## src/rtl/vedic_seq_mul.sv

```systemverilog
// Iterative WIDTH x WIDTH unsigned multiplier: one 2-bit Vedic digit product per
// cycle, shifted and accumulated into a 2*WIDTH-bit result.

module Vedic_2bit_Mul (
  input  logic [1:0] A,
  input  logic [1:0] B,
  output logic [3:0] Res
);
  logic p00, p01, p10, p11, c1;

  assign p00 = A[0] & B[0];
  assign p01 = A[0] & B[1];
  assign p10 = A[1] & B[0];
  assign p11 = A[1] & B[1];
  assign c1  = p10 & p01;

  assign Res[0] = p00;
  assign Res[1] = p10 ^ p01;
  assign Res[2] = p11 ^ c1;
  assign Res[3] = p11 & c1;
endmodule

// Handshakes: a transfer happens on a rising edge where valid and ready are both
// high; IN_READY and OUT_VALID come straight from the state register.
module vedic_seq_mul #(
  parameter int WIDTH = 8
) (
  input  logic               CLK,
  input  logic               RST,
  input  logic               IN_VALID,
  output logic               IN_READY,
  input  logic [WIDTH-1:0]   OP_A,
  input  logic [WIDTH-1:0]   OP_B,
  output logic               OUT_VALID,
  input  logic               OUT_READY,
  output logic [2*WIDTH-1:0] PRODUCT,
  output logic [1:0]         dbg_state
);
  localparam int N  = WIDTH / 2;
  localparam int NN = N * N;
  localparam int PW = 2 * WIDTH;
  localparam int KW = (NN > 1) ? $clog2(NN) : 1;

  if ((WIDTH < 2) || ((WIDTH % 2) != 0)) begin : g_bad_width
    $error("vedic_seq_mul: WIDTH must be even and >= 2");
  end

  typedef enum logic [1:0] {
    S_IDLE = 2'd0,
    S_MUL  = 2'd1,
    S_DONE = 2'd2
  } state_t;

  state_t state, state_next;

  logic [WIDTH-1:0] a_reg, b_reg;
  logic [PW-1:0]    acc, acc_next, term;
  logic [KW-1:0]    k;
  logic [1:0]       a_dig, b_dig;
  logic [3:0]       res;
  logic             last;
  int               ii, jj;

  Vedic_2bit_Mul u_mul (
    .A   (a_dig),
    .B   (b_dig),
    .Res (res)
  );

  // Step k walks B digits fastest: i = k / N selects the A digit, j = k mod N the B digit.
  always_comb begin
    ii       = int'(k) / N;
    jj       = int'(k) % N;
    a_dig    = 2'(a_reg >> (2 * ii));
    b_dig    = 2'(b_reg >> (2 * jj));
    term     = PW'(res) << (2 * (ii + jj));
    acc_next = acc + term;
    last     = (k == KW'(NN - 1));
  end

  always_ff @(posedge CLK or negedge RST) begin
    if (!RST) state <= S_IDLE;
    else      state <= state_next;
  end

  always_comb begin
    state_next = state;
    case (state)
      S_IDLE:  if (IN_VALID)  state_next = S_MUL;
      S_MUL:   if (last)      state_next = S_DONE;
      S_DONE:  if (OUT_READY) state_next = S_IDLE;
      default:                state_next = S_IDLE;
    endcase
  end

  always_ff @(posedge CLK or negedge RST) begin
    if (!RST) begin
      a_reg   <= '0;
      b_reg   <= '0;
      acc     <= '0;
      k       <= '0;
      PRODUCT <= '0;
    end else begin
      case (state)
        S_IDLE: begin
          if (IN_VALID) begin
            a_reg <= OP_A;
            b_reg <= OP_B;
            acc   <= '0;
            k     <= '0;
          end
        end
        S_MUL: begin
          acc <= acc_next;
          k   <= k + KW'(1);
          // PRODUCT is written only here, so it holds the previous result until now.
          if (last) PRODUCT <= acc_next;
        end
        default: ;
      endcase
    end
  end

  assign IN_READY  = (state == S_IDLE);
  assign OUT_VALID = (state == S_DONE);
  assign dbg_state = state;
endmodule
```

## config.mk

```make
export PLATFORM = sky130hd
export DESIGN_NAME = vedic_seq_mul
export DESIGN_NICKNAME = d
export VERILOG_FILES = /design/src/rtl/vedic_seq_mul.sv
export SDC_FILE = /design/constraint.sdc
export NUM_CORES = 1
export LEC_CHECK = 0
export BUFFER_PORTS_ARGS = -buffer_cell sky130_fd_sc_hd__buf_2
export CORE_MARGIN = 10
export CORE_UTILIZATION = 35
export CTS_CLUSTER_SIZE = 10
export DETAILED_ROUTE_END_ITERATION = 7
export GPL_TIMING_DRIVEN = 0
export MAX_ROUTING_LAYER = met4
export SETUP_SLACK_MARGIN = 0.15
export SYNTH_ARGS = -nofsm -noshare
export SYNTH_HDL_FRONTEND = slang
export SYNTH_SLANG_ARGS = --single-unit
```

## constraint.sdc

```tcl
create_clock -name CLK -period 3.4 [get_ports CLK]
set_input_delay 0.17 -clock CLK [delete_from_list [all_inputs] [get_ports CLK]]
set_output_delay 0.17 -clock CLK [all_outputs]
set_load 0.01 [all_outputs]
```

# Yosys cells after proc, flatten, opt, wreduce, memory -nomap -nowiden
# Cells that the tools add are included.
dict set report totals {
  inputBits 20
  word_cells 40
  register_bits 54
  out_inout_bits 20
}
dict set report classes {
  n_bitwise 8
  add_sub_neg 3
  mux 8
  reduce_logical 6
  n_shift 3
  eq_ne 6
}
# operator count
set ops {}
lappend ops {{case mux 16 bit (2 select lines)} 1}
lappend ops {{adder 16 bit} 1}
lappend ops {{2-to-1 mux 16 bit} 1}
lappend ops {{<< shifter 4 x 4 -> 16 bit} 1}
lappend ops {{>> shifter 8 x 3 -> 2 bit} 2}
lappend ops {{case mux 4 bit (2 select lines)} 1}
lappend ops {{AND 1 bit} 6}
lappend ops {{2-to-1 mux 2 bit} 3}
lappend ops {{case mux 2 bit (3 select lines)} 1}
lappend ops {{AND reduction 2 bit} 3}
lappend ops {{adder 4 x 1 -> 4 bit (second input constant)} 1}
lappend ops {{equality test 4 bit (second input constant)} 1}
lappend ops {{2-to-1 mux 4 bit} 1}
lappend ops {{inequality test 2 bit (second input constant)} 2}
lappend ops {{adder 2 x 2 -> 3 bit} 1}
lappend ops {{AND reduction 3 bit} 1}
lappend ops {{equality test 2 x 1 -> 1 bit (second input constant)} 1}
lappend ops {{equality test 2 bit (second input constant)} 1}
lappend ops {{logical NOT 2 bit} 1}
lappend ops {{inequality test 2 x 1 -> 1 bit (second input constant)} 1}
lappend ops {{nonzero test 2 bit} 1}
lappend ops {{bitwise XOR 1 bit} 2}

# Logic depth before layout (Yosys ltp)
dict set report depth {
  word_depth 7
  depth_mapped 15
  mapped_depth_nobuf 14
}

# By module
# From an unflattened synthesis, not the netlist that was laid out.
dict set report hier_totals {
  hier_cells 308
  hier_area_um2 3094.2
}
# module area_per_inst_um2 seq_area_each_um2 n_inst cells_each
set by_module_without_submodules {}
lappend by_module_without_submodules {vedic_seq_mul 3036.7 1351.3 1 301}
lappend by_module_without_submodules {Vedic_2bit_Mul 57.6 0.0 1 7}

# Worst setup path before layout
# Ideal clock, no wire load.
dict set report synth_timing {
  path_kind {flip-flop to flip-flop}
  start {reg k[0]}
  end {reg PRODUCT[13]}
  stages_incl_launch_ff 15
  period_less_slack_ns 3.495
  n_path_buf 0
  required_time_ns 3.268
  t_arrival_ns 3.363
  path_slack_ns -0.095
  setup_ns 0.132
  path_cell_list {dfrtp_1 -> mux4_2 -> and2_1 -> ha_1 -> ha_1 -> nor2b_1 -> a31oi_1 -> nor2_1 -> ha_1 -> a21oi_1 -> o21a_1 -> o31ai_1 -> a221oi_1 -> xor2_1 -> o21ai_0}
}
dict set report synth_between {
  elab_chain_len 6
  word_cells_on_any_way 14
  classes_between {add/sub (2); eq/ne (1); shift (2); bitwise (8); reduce/logical (1)}
}
# element line_no
set synth_rtl {}
lappend synth_rtl {{from (decl)} 58} ;# logic [KW-1:0] k;
lappend synth_rtl {{from (signal assigned)} 115} ;# k <= k + KW'(1);
lappend synth_rtl {{>> shifter 8 x 3 -> 2 bit} 75} ;# b_dig = 2'(b_reg >> (2 * jj));
lappend synth_rtl {{AND 1 bit (on tied branches)} {13, 12}}
lappend synth_rtl {{AND 1 bit} 15} ;# assign c1 = p10 & p01;
lappend synth_rtl {{bitwise XOR 1 bit or AND 1 bit (tied branches)} {19, 20}}
lappend synth_rtl {{<< shifter 4 x 4 -> 16 bit} 76} ;# term = PW'(res) << (2 * (ii + jj));
lappend synth_rtl {{adder 16 bit} 77} ;# acc_next = acc + term;
lappend synth_rtl {{to (signal assigned)} 117} ;# if (last) PRODUCT <= acc_next;
lappend synth_rtl {{to (decl)} 36} ;# output logic [2*WIDTH-1:0] PRODUCT,
# Parallel ways exist; a longest one is shown, timed or not.
# A chain may end at the register's enable or synchronous reset.

# Worst setup path after layout
dict set report layout_timing {
  start {reg k[2]}
  end {reg PRODUCT[7]}
}
dict set report layout_between {
  elab_chain_len 6
  word_cells_on_any_way 14
  classes_between {add/sub (2); eq/ne (1); shift (2); bitwise (8); reduce/logical (1)}
}
# element line_no
set layout_rtl {}
lappend layout_rtl {{>> shifter 8 x 3 -> 2 bit} 74} ;# a_dig = 2'(a_reg >> (2 * ii));
lappend layout_rtl {{AND 1 bit (on tied branches)} {13, 12}}
lappend layout_rtl {{AND 1 bit} 15}
lappend layout_rtl {{bitwise XOR 1 bit or AND 1 bit (tied branches)} {19, 20}}
lappend layout_rtl {{<< shifter 4 x 4 -> 16 bit} 76}
lappend layout_rtl {{adder 16 bit} 77}
# Parallel ways exist; a longest one is shown, timed or not.

==> results.sh <==
export IMPL_reg_top3="PRODUCT x16, acc x16"
export IMPL_synth_simple_gate_area_share=0.1429
export IMPL_die_height_um=114.3
export IMPL_violations="setup timing"
export IMPL_yosys_warnings=0
export IMPL_path_buf_inv=0
export IMPL_nNetsFinal=417
export IMPL_num_rows=34
export IMPL_crit_fanout=4
export IMPL_cts_tree="yes"
export IMPL_tns_ns=-0.3388
export IMPL_crit_path_top_delay_cell="mux4_2"
export IMPL_synth_edf_count=0
export IMPL_rr_endpoint="PRODUCT[7]"
export IMPL_status="complete, but fails checks"
export IMPL_vias=2551
export IMPL_first_pass_iters=4
export IMPL_worstSetupStartpointType="flop"
export IMPL_finalClockSkew_ns=0.007360
export IMPL_syn_inst=303
export IMPL_grt_usage=0.1233
export IMPL_cp_slowest_stage_delay_ns=0.53
export IMPL_ys_ff_latch=54
export IMPL_worst_path_stages=13
export IMPL_final_seq_area_mm2=0.001354
export IMPL_fmax_ghz=0.2863
export IMPL_r2r_cells=13
export IMPL_fill_cells=839
export IMPL_whs_endpoint="dbg_state[1]"
export IMPL_chipWidth_um=114.3
export IMPL_boundaryPins=40
export IMPL_ys_types=44
export IMPL_gp_congestion=0.8693
export IMPL_synthAdderAreaFrac=0.09336
export IMPL_ys_seq_area_frac=0.4346
export IMPL_setup_violations_final=11
export IMPL_drt_iter0_drc=100
export IMPL_muxShareOfSynthArea=0.1095
export IMPL_layout_commonest_cell="dfrtp_1"
export IMPL_multi_input_area_mm2=0.001999
export IMPL_synth_top_family_by_area="compound AO/OA/AOI/OAI gates"
export IMPL_ir_drop_mv=0.4819
export IMPL_clk_latency_ns=0.31
export IMPL_numCtsBuffers=5
export IMPL_synth_nets=345
export IMPL_cts_root_buf="clkbuf_8"
export IMPL_path_class="flop to flop"
export IMPL_avgSynthCellArea_um2=10.26
export IMPL_grt_pass1_wl_um=13010
export IMPL_arrival_ns=3.69
export IMPL_relSlewSlack=0.4642
export IMPL_hpwl_um=5393
export IMPL_ant_nets=0
export IMPL_drv_slew=0
export IMPL_grt_antenna_before_repair=0
export IMPL_synth_area_mm2=0.003109
export IMPL_power_density_mw_per_mm2=1048
export IMPL_finalHoldViolCount=0
export IMPL_min_delay_start="OUT_READY"
export IMPL_synth_xor_area_frac=0.03944
export IMPL_grt_max_degree=55
export IMPL_post_drt_via_cell_ratio=5.282
export IMPL_placed_area_mm2=0.003490
export IMPL_end_kind="flop"
export IMPL_htreeDepth=2
export IMPL_worstPathRequired_ns=3.59
export IMPL_core_mm2=0.008678
export IMPL_drt_wl_total_um=7950
export IMPL_crit_family="simple AND/OR/NAND/NOR gates"
export IMPL_rsz0062_at_grt="true"
export IMPL_synth_ff_type="dfrtp_1"
export IMPL_setup_ws_ns=-0.09341
export IMPL_start_util=0.3583
export IMPL_cap_violations=0
export IMPL_crit_chain="mux4_2, and2_4, ha_4, ha_4, nor2b_4, a31oi_4, nor2_2, ha_4, nand4b_1, a21oi_4, and2b_2, xnor2_2, mux2_4"
export IMPL_area_delta_synth_final_pct=32.23
export IMPL_grt_pass1_vias=2698
export IMPL_worst_pin_slew_ns=0.8020
export IMPL_mostFrequentLayoutCells="dfrtp_1 (52), buf_2 (42), nand2_1 (40)"
export IMPL_numClockSinks=54
export IMPL_crit_path_frequent_cell="ha_4"
export IMPL_antennaDiodeCount=0
export IMPL_drive_above_1_share=0.4213
export IMPL_die_area_mm2=0.01305
export IMPL_wl_per_cell_um=16.46
export IMPL_synth_async_reset_ratio=1.000
export IMPL_clockBufferDepth=2
export IMPL_period_share=1.027
export IMPL_hold_depth=2
export IMPL_timing_final_crit_period_ns=3.493
export IMPL_stdcell_area_mm2=0.004111
export IMPL_p_leak_nw=1.880
export IMPL_drcViolationCount=0
export IMPL_reg2reg_slack_ns=-0.09
export IMPL_port_buffers=39
export IMPL_grt_overflow_total=0
export IMPL_clk_pin_slew_ns=0.10
export IMPL_reg2reg_from="k[2]"
export IMPL_synth_compound_area_frac=0.1517
export IMPL_min_path_type="input pin to flop"
==> report_power, final <==
part | internal, mW | switching (mW) | total, mW
logic | 1.38 | 1.41 | 2.79
registers | 0.910 | 0.168 | 1.08
clock network | 0.236 | 0.208 | 0.444
==> layout make-up <==
type / instances / share of cell area
Buffer: 12 / 0.01613
Clock buffer: 6 / 0.02009
Sequential cell: 54 / 0.3293
Tap cell: 108 / 0.03287
Inverter: 10 / 0.009130
Multi-Input combinational cell: 227 / 0.4863
Clock inverter: 1 / 0.007304
Timing Repair Buffer: 65 / 0.09890
==> stage by stage <==
stage | utilization | total power, mW | std cells | hold slack [ns] | setup slack [ns]
after global routing | 0.4738 | 4.628 | 483 | 0.03440 | -0.2034
after detailed placement | 0.4021 | 3.061 | 450 | 0.3773 | -0.4185
after global placement | 0.4021 | 3.007 | 450 | 0.3589 | -0.4077
after CTS | 0.4465 | 3.991 | 475 | 0.02346 | -0.03828
after floorplan | - | 2.590 | 303 | -0.1256 | 0.03286
final | 0.4738 | 4.310 | 483 | 0.03464 | -0.09341
==> worst max-delay path by stage <==
| stage | from | to | slack, ns |
|---|---|---|---|
| 3_3_place_gp | k[0] | PRODUCT[13] | -0.41 |
| 6_report | k[2] | PRODUCT[7] | -0.09 |
| 2_1_floorplan | k[0] | PRODUCT[7] | 0.03 |
| 5_1_grt | k[0] | PRODUCT[7] | -0.20 |
| 4_1_cts | k[2] | PRODUCT[7] | -0.04 |
| 3_5_place_dp | k[0] | PRODUCT[13] | -0.42 |
==> Yosys cell counts (all sizes together), types with 2 or more instances <==
cell    number  area [µm²]
xnor2       11       96.34
ha          20       250.2
a31oi        4       25.02
or2          2       12.51
clkbuf       7       26.28
buf          5       25.02
fa           2       40.04
nand2       42       157.7
nand3        2       10.01
o211ai       3       22.52
mux4         4       90.09
o21ai       15       75.07
o31ai        3       22.52
o22ai        5       31.28
mux2        21       240.2
a21oi       15       82.58
a22o        11       97.59
xor2         3       26.28
dfrtp       54        1351
o21bai       3       22.52
inv         10       37.54
and2         6       37.54
nor2        20       77.58
nor2b        6       37.54
a21o         5       37.54
nand2b       7       43.79
nand4        2       12.51
nor3         3       15.01
==> cells by family after synthesis <==
family | Yosys count
AO/OA/AOI/OAI | 70
multiplexers | 26
flip-flops | 54
buffers and inverters | 22
AND/OR/NAND/NOR | 95
XOR/XNOR | 14
adder cells (fa/ha/maj) | 22
==> repair_timing <==
item                                    CTS  global route
endpoints found under the setup margin   24            18
setup buffers                            18             7
gates resized for setup                  27            41
hold endpoints to repair                  0            54
hold buffers                              0             1
cloned                                    0             0
pin swaps                                19            13
==> metal layers <==
layer,wire (µm),global-route usage
met3,210,0.01782
met4,101,0.03759
met1,3658,0.1575
met2,3980,0.1978
met5,0,-
No activity file was read; power rests on OpenSTA's default activity.
